[config.mk]
export PLATFORM = sky130hd
export DESIGN_NAME = rs_hs_pp_tail_fifo
export DESIGN_NICKNAME = d
export VERILOG_FILES = /design/src/rtl/rs_hs_pp_tail_fifo.sv
export SDC_FILE = /design/constraint.sdc
export NUM_CORES = 1
export LEC_CHECK = 0
export ABC_AREA = 1
export CORE_UTILIZATION = 55
export CTS_CLUSTER_SIZE = 24
export DETAILED_ROUTE_END_ITERATION = 6
export HOLD_SLACK_MARGIN = 0.05
export MAX_ROUTING_LAYER = met4
export PLACE_DENSITY_LB_ADDON = 0.1
export SLEW_MARGIN = 10
export SYNTH_ARGS = -nofsm -noshare
export SYNTH_HDL_FRONTEND = slang
export SYNTH_SLANG_ARGS = --single-unit
[constraint.sdc]
create_clock -name clk -period 10.6 [get_ports clk]
set_input_delay 2.65 -clock clk [delete_from_list [all_inputs] [get_ports clk]]
set_output_delay 2.65 -clock clk [all_outputs]
set_load 0.03 [all_outputs]
[src/rtl/rs_hs_pp_tail_fifo.sv]
// rs_hs_pp_tail_fifo
//   Tail-stage FIFO of a handshake relay-station pipeline. It sits right after
//   the tail gate and drives the consumer side. The upstream stages see
//   if_full_n only after several register stages, so words keep arriving after
//   full_n drops. GRACE_PERIOD spare entries absorb those in-flight words. Any
//   write that still finds no room is dropped and latched in a sticky overflow
//   flag. The output is first-word-fall-through.
//
// Ports
//   clk        : single clock, rising edge
//   reset      : asynchronous reset, active low
//   if_write   : upstream valid; pushed whenever storage is available
//   if_din     : write data
//   if_full_n  : registered, 1 while occupancy < DEPTH
//   if_read    : consumer pop request
//   if_dout    : head entry (FWFT), valid while if_empty_n = 1
//   if_empty_n : registered, 1 while occupancy > 0
//   occupancy  : registered entry count
//   overflow   : sticky, set when a write is dropped
module rs_hs_pp_tail_fifo #(
  parameter int DATA_WIDTH   = 32,
  parameter int DEPTH        = 24,
  parameter int GRACE_PERIOD = 4,
  parameter int REAL_DEPTH   = DEPTH + GRACE_PERIOD,
  parameter int ADDR_WIDTH   = $clog2(REAL_DEPTH),
  parameter int CNT_WIDTH    = $clog2(REAL_DEPTH + 1)
) (
  input  logic                  clk,
  input  logic                  reset,
  input  logic                  if_write,
  input  logic [DATA_WIDTH-1:0] if_din,
  output logic                  if_full_n,
  input  logic                  if_read,
  output logic [DATA_WIDTH-1:0] if_dout,
  output logic                  if_empty_n,
  output logic [CNT_WIDTH-1:0]  occupancy,
  output logic                  overflow
);

  localparam logic [CNT_WIDTH-1:0]  REAL_DEPTH_C = CNT_WIDTH'(REAL_DEPTH);
  localparam logic [CNT_WIDTH-1:0]  DEPTH_C      = CNT_WIDTH'(DEPTH);
  localparam logic [ADDR_WIDTH-1:0] LAST_ADDR    = ADDR_WIDTH'(REAL_DEPTH - 1);
  localparam logic [CNT_WIDTH-1:0]  CNT_ONE      = CNT_WIDTH'(1);
  localparam logic [CNT_WIDTH-1:0]  CNT_ZERO     = '0;

  logic [DATA_WIDTH-1:0] mem [REAL_DEPTH];
  logic [ADDR_WIDTH-1:0] wr_ptr;
  logic [ADDR_WIDTH-1:0] rd_ptr;

  logic                  pop;
  logic                  push;
  logic                  drop;
  logic [CNT_WIDTH-1:0]  occ_next;

  // Pointer advance with explicit wrap; REAL_DEPTH need not be a power of 2.
  function automatic logic [ADDR_WIDTH-1:0] ptr_inc(input logic [ADDR_WIDTH-1:0] p);
    return (p == LAST_ADDR) ? '0 : p + ADDR_WIDTH'(1);
  endfunction

  // A pop frees the head in the same cycle, so a write into a completely full
  // FIFO is still accepted when the consumer reads.
  always_comb begin
    pop      = if_read & (occupancy != CNT_ZERO);
    push     = if_write & ((occupancy < REAL_DEPTH_C) | pop);
    drop     = if_write & ~push;
    occ_next = occupancy;
    if (push && !pop) occ_next = occupancy + CNT_ONE;
    if (pop && !push) occ_next = occupancy - CNT_ONE;
  end

  // Storage: data path only, never reset.
  always_ff @(posedge clk) begin
    if (push) mem[wr_ptr] <= if_din;
  end

  assign if_dout = mem[rd_ptr];

  // Control state. Flags are registered from the next count so they move on
  // the same edge as occupancy and have no path from if_write/if_read.
  always_ff @(posedge clk or negedge reset) begin
    if (!reset) begin
      wr_ptr     <= '0;
      rd_ptr     <= '0;
      occupancy  <= '0;
      if_full_n  <= 1'b1;
      if_empty_n <= 1'b0;
      overflow   <= 1'b0;
    end else begin
      if (push) wr_ptr <= ptr_inc(wr_ptr);
      if (pop)  rd_ptr <= ptr_inc(rd_ptr);
      occupancy  <= occ_next;
      if_full_n  <= (occ_next < DEPTH_C);
      if_empty_n <= (occ_next != CNT_ZERO);
      if (drop) overflow <= 1'b1;
    end
  end

endmodule

==> metrics.csv, run 1 <==
stage,metric,value,unit
run_status,run status,"finished, final reports clean",
sta,setup TNS,0,ps
worst_setup_path,worst path cell trace,clkinv_8 -> buf_4 -> nor2_1 -> nor2_1 -> o21ai_0 -> o211ai_1 -> nand3_1 -> nand3_1 -> nand2_1 -> inv_1 -> clkdlybuf4s50_1,
sta,Slew Limit Fails,0,
drt,Vias,23500,
worst_setup_path,crit path kind,reg2out,
floorplan,I/O Pins,76,
drt,Post-Route WL,97900,um
floorplan,core box area,0.0657,sq mm
synthesis,Synthesis Warnings,0,
placed_design,Routability Congestion,0.810,
drt,DRC errors left,0,
pwr,Leakage,13.6,nW
sta,min setup slack post-route,2820,ps
floorplan,starting density of the core,0.556,
worst_setup_path,worst flop-to-flop path startpoint,rd_ptr[0],
clocking,Longest Clk Path Bufs,3,
sta,"Hold Violations, Final",0,
grt,grt ovf,0,
floorplan,die area,0.0674,sq mm
layout,Final Instance Area,0.0411,sq mm
worst_setup_path,Slowest Stage Delay on Critical Path,960,ps
clocking,clock sinks,914,
layout,Area Overhead vs Synth,12.5,%
synthesis,post-synthesis cell area,0.0365,sq mm
worst_setup_path,Crit-path slowest cell,dfrtp_4,
floorplan,Die H,260,um
worst_setup_path,Critical Path Start Type,flip-flop,
hold_path,hold_sp,overflow,
clocking,CTS Buf Count,91,
clocking,"Hold-fix buffers, CTS",0,
placed_design,placed cell areas,0.0380,sq mm
hold_path,HP Class,reg2reg,
pwr,Peak VDD IR,0.327,mV
synthesis,Synth cell types,30,
floorplan,# rows,94,
grt,first-pass GRT wire length,144000,um
placed_design,"worst slack, placed",3760,ps
pwr,pwr/cell area,280,mW/mm^2
clocking,Post-CTS Setup Bufs,0,
synthesis,Syn Area/Cell,12.8,sq um
sta,ratio of final minimum period to clock period,0.734,
grt,initial antenna violation count,2,
sta,Tmin final,7780,ps
worst_setup_path,Worst Path Arrival,5130,ps
pwr,Overall Power,0.0115,W
synthesis,syn_nets,2903,
sta,Slew HR,0.0920,
clocking,post-cts resize count,0,
sta,Peak Freq,129,MHz
job,max_cap viols,0,
synthesis,#FFs+latches synth,914,
grt,GRT Total Usage,0.300,
placed_design,I/O Buffers,75,
sta,Setup Viol. Count Final,0,
synthesis,"top cells by area, synth","edfxtp_1 (74%), nor2_1 (4.8%), o21ai_0 (4.2%), nand2_1 (3.6%), nand3_1 (2.8%)",
worst_setup_path,CP max FO,238,
worst_setup_path,"Req. time, crit path",7950,ps
grt,number of global-route vias before repair,22300,
drt,drt pass-1 iters,5,
clocking,H-tree level count,3,
clocking,CTS tree,built,
synthesis,Syn Inst Count,2859,
drt,DRT iter0 DRCs,2788,
drt,post-DR wirelength/cell,25.6,um
sta,pin slew with the least headroom to its limit,1360,ps
clocking,Worst-path clk slew,60,ps
layout,Nets,2931,
clocking,worst-skew pair later-pin latency,640,ps
drt,DRT antenna net count,0,
placed_design,DP HPWL,48500,um
synthesis,Yosys top cell area share,0.737,
drt,Via density,6.14,
layout,share of cells above drive strength 1,0.0733,
clocking,clock root cell,clkbuf_16,
worst_setup_path,Worst Setup End Kind,primary output,
floorplan,Die Span X,260,um
sta,RSZ-0062 raised after global routing,no,
sta,clock skew,16.3,ps
synthesis,register area share after synthesis,0.749,
worst_setup_path,crit path launch,rd_ptr[0],
sta,WHS,497,ps
synthesis,Yosys top cell by area,edfxtp_1,
grt,largest net degree at the start of global routing,239,
per-stage QoR:
stage,utilization,instances
global route,0.625,3825
detailed placement,0.577,3658
finish,0.625,3825
CTS,0.625,3824
global placement,0.577,3658
floorplan,-,2859
area by class of cell:
type	count	area, sq um
inverters	78	309
multi-input cells	1680	8090
flip-flops and latches	914	27400
repair buffers	122	1120
well taps	864	1080
clock inverters	55	676
fillers	4976	24700
clock buffers	111	2440
diodes	1	2.50
state kept, by name (all words and copies together), names as in the netlist:
register / count
wr_ptr: 5
overflow: 1
rd_ptr: 5
if_empty_n: 1
if_full_n: 1
occupancy: 5
mem: 896
where the power goes:
| part | internal, W | leakage, nW | total [W] | switching, W |
|---|---|---|---|---|
| registers | 0.00417 | 8.28 | 0.00436 | 0.000196 |
| logic | 0.00113 | 3.85 | 0.00379 | 0.00267 |
| clock network | 0.00202 | 1.51 | 0.00336 | 0.00134 |
| total | 0.00732 | 13.6 | 0.0115 | 0.00420 |
worst paths after layout:
kind	to	slack, ps	cells after the start
max	if_dout[26]	2820	11
min reg2reg	overflow	500	1
max reg2reg	rd_ptr[0]	7020	4
min	overflow	500	1
max in group asynchronous	rd_ptr[0]	7340	1
min in group asynchronous	rd_ptr[3]	2550	1
routing by layer:
metal,up-vias,share of wire,track usage
li1,10500,-,-
met1,11700,0.42,0.418
met2,1128,0.48,0.463
met3,163,0.086,0.0442
met4,0,0.023,0.0861
met5,-,0,-
logic make-up (layout without fill, tap and decap cells):
kind of cell / after synthesis / after routing / synth area share
buffers and inverters: 265 / 366 / 0.0354
xor gates and xnor gates: 5 / 5 / 0.00120
AOI/OAI and AO/OA: 638 / 638 / 0.0983
DFF: 914 / 914 / 0.749
adders and majority gates: 8 / 8 / 0.00274
other: 0 / 1 / 0
and+or+nand+nor: 1029 / 1029 / 0.113
cells in the final DEF, fill, tap and decap left out, drive strengths merged, types with 2 or more instances in the layout:
cell,n
o21ai,395
o211ai,100
edfxtp,896
a21oi,51
nand4,2
dfrtp,17
nor2,465
buf,47
o221ai,11
inv,78
o22ai,79
clkinv,36
nand3,207
bufinv,16
clkdlybuf4s50,75
nor3,4
clkbuf,111
ha,8
clkinvlp,3
or2,3
nand2,347
xor2,5
critical path, delay by kind of cell, from the launching register on:
family / cells / cell delay, ps
flops: 1 / 960
buf+inv: 4 / 2170
compound gates: 2 / 240
simple gates: 5 / 630
synthesized netlist by cell type (all sizes together):
master  instances
a21oi          51
nor3b           1
inv            78
clkbuf         78
dfstp           1
nand2         347
nor2          465
edfxtp        896
nand3         207
o21bai          1
buf           109
xor2            5
nand4           2
o221ai         11
dfrtp          17
a32oi           1
o211ai        100
or2             3
nor3            4
ha              8
o21ai         395
o22ai          79
(Power assumes the default switching activity.)
==> inputs of run 2 (changes only) <==
- clock period: 10.6 -> 8 ns (I/O delays scaled with it)
==> metrics.csv, run 2 (synthesized netlist as in run 1, its figures left out) <==
stage,metric,value,unit
placed_design,Routability Congestion,0.791,
clocking,worst-skew pair later-pin latency,650,ps
floorplan,Die H,260,um
drt,DRT iter0 DRCs,2649,
worst_setup_path,Critical Path Start Type,flip-flop,
floorplan,die area,0.0674,sq mm
sta,pin slew with the least headroom to its limit,1340,ps
worst_setup_path,CP max FO,239,
clocking,clock sinks,914,
clocking,H-tree level count,3,
pwr,Peak VDD IR,0.466,mV
layout,share of cells above drive strength 1,0.0766,
layout,Nets,2935,
clocking,CTS tree,built,
grt,initial antenna violation count,2,
floorplan,Die Span X,260,um
grt,met3 usage,0.0370,
placed_design,I/O Buffers,75,
pwr,sw frac,0.372,
floorplan,# rows,94,
worst_setup_path,Worst Path Arrival,4500,ps
grt,number of global-route vias before repair,21900,
layout,most flop-heavy register,mem,
clocking,clock root cell,clkbuf_16,
sta,Slew Limit Fails,0,
drt,post-DR wirelength/cell,24.9,um
sta,clock skew,25.9,ps
layout,"commonest non-fill, non-tap cell in the layout",edfxtp_1,
sta,"Hold Violations, Final",0,
job,max_cap viols,0,
drt,drt pass-1 iters,5,
pwr,sw power,0.00555,W
hold_path,HP Class,reg2reg,
drt,DRT antenna net count,0,
layout,Final Instance Area,0.0409,sq mm
grt,GRT busiest layer,met2,
worst_setup_path,Crit-path slowest cell,dfrtp_4,
sta,Setup Viol. Count Final,0,
sta,WHS,476,ps
pwr,Internal Power,0.00935,W
clocking,Worst-path clk slew,60,ps
sta,setup TNS,0,ps
drt,DRC errors left,0,
layout,Largest register FFs,896,
run_status,run status,"finished, final reports clean",
clocking,"Hold-fix buffers, CTS",0,
drt,Vias,23200,
layout,Area Overhead vs Synth,11.9,%
floorplan,I/O Pins,76,
clocking,Post-CTS Setup Bufs,0,
pwr,Sequential Power Share,0.385,
pwr,pwr/cell area,365,mW/mm^2
layout,most frequent cells in the layout,"edfxtp_1 (896), nor2_1 (437), nand2_1 (347)",
sta,ratio of final minimum period to clock period,0.812,
placed_design,placed cell areas,0.0380,sq mm
drt,Via density,6.07,
sta,Slew HR,0.107,
floorplan,core box area,0.0657,sq mm
worst_setup_path,crit path kind,reg2out,
placed_design,DP HPWL,48400,um
layout,Layout Utilization,0.622,
floorplan,starting density of the core,0.556,
pwr,Clk network pwr share,0.275,
layout,register area,0.0274,sq mm
worst_setup_path,Worst Setup End Kind,primary output,
grt,grt met1 use,0.414,
sta,Tmin final,6500,ps
worst_setup_path,Slowest Stage Delay on Critical Path,780,ps
grt,GRT Total Usage,0.293,
worst_setup_path,"Req. time, crit path",6000,ps
layout,area of the multi-input gates,0.00809,sq mm
grt,largest net degree at the start of global routing,240,
sta,Peak Freq,154,MHz
layout,fillers,4950,
sta,RSZ-0062 raised after global routing,no,
worst_setup_path,worst path cell trace,clkinv_8 -> buf_12 -> o21ai_1 -> o21ai_1 -> o211ai_1 -> nand2_1 -> nand2_1 -> inv_1 -> clkdlybuf4s50_1,
grt,first-pass GRT wire length,141000,um
clocking,post-cts resize count,0,
grt,grt ovf,0,
pwr,Comb pwr share,0.341,
clocking,CTS Buf Count,92,
grt,grt met2 use,0.451,
clocking,Longest Clk Path Bufs,3,
drt,Post-Route WL,95200,um
pwr,Leakage,13.6,nW
## run 2: metal layers
layer / vias up / share of wire
met2: 992 / 0.47
met5: - / 0
met4: 0 / 0.025
met1: 11600 / 0.42
li1: 10500 / -
met3: 171 / 0.075
## run 2: per-stage QoR
stage	total power (W)	instances	setup slack, ps
CTS	0.0149	3827	1490
detailed placement	0.0109	3661	2270
global placement	0.0108	3661	2300
floorplan	0.00916	2859	3050
global route	0.0156	3828	1290
finish	0.0149	3828	1500
## run 2: final cells by class
cell class	count	area share
antenna	1	0.0000612
clock buffer	113	0.0583
clock inverter	53	0.0113
inverter	78	0.00756
multi-input combinational	1680	0.198
sequential	914	0.670
tap	864	0.0264
timing repair buffer	125	0.0288
## run 2: path summary, 6_finish.rpt
| check | start | end | slack, ps | depth (start not counted) |
|---|---|---|---|---|
| hold reg to reg | overflow | overflow | 480 | 1 |
| max in group asynchronous | reset | rd_ptr[1] | 5430 | 1 |
| setup / recovery | rd_ptr[0] | if_dout[29] | 1500 | 9 |
| hold / removal | overflow | overflow | 480 | 1 |
| min in group asynchronous | reset | rd_ptr[0] | 1880 | 1 |
| setup reg to reg | occupancy[2] | mem[17][15] | 4600 | 6 |
## run 2: power groups by stage
stage / logic, W / clock network [W] / registers (W)
after floorplan: 0.00344 / 0 / 0.00571
after global placement: 0.00499 / 0 / 0.00582
after detailed placement: 0.00505 / 0 / 0.00583
after CTS: 0.00508 / 0.00413 / 0.00573
after global routing: 0.00553 / 0.00432 / 0.00575
final: 0.00508 / 0.00409 / 0.00573
## run 2: critical path: cells and delay by family, from the launching register on
kind                   cells  cell delay, ps
buffers and inverters      4            1890
and+or+nand+nor            2             230
AOI/OAI and AO/OA          3             650
DFF                        1             780
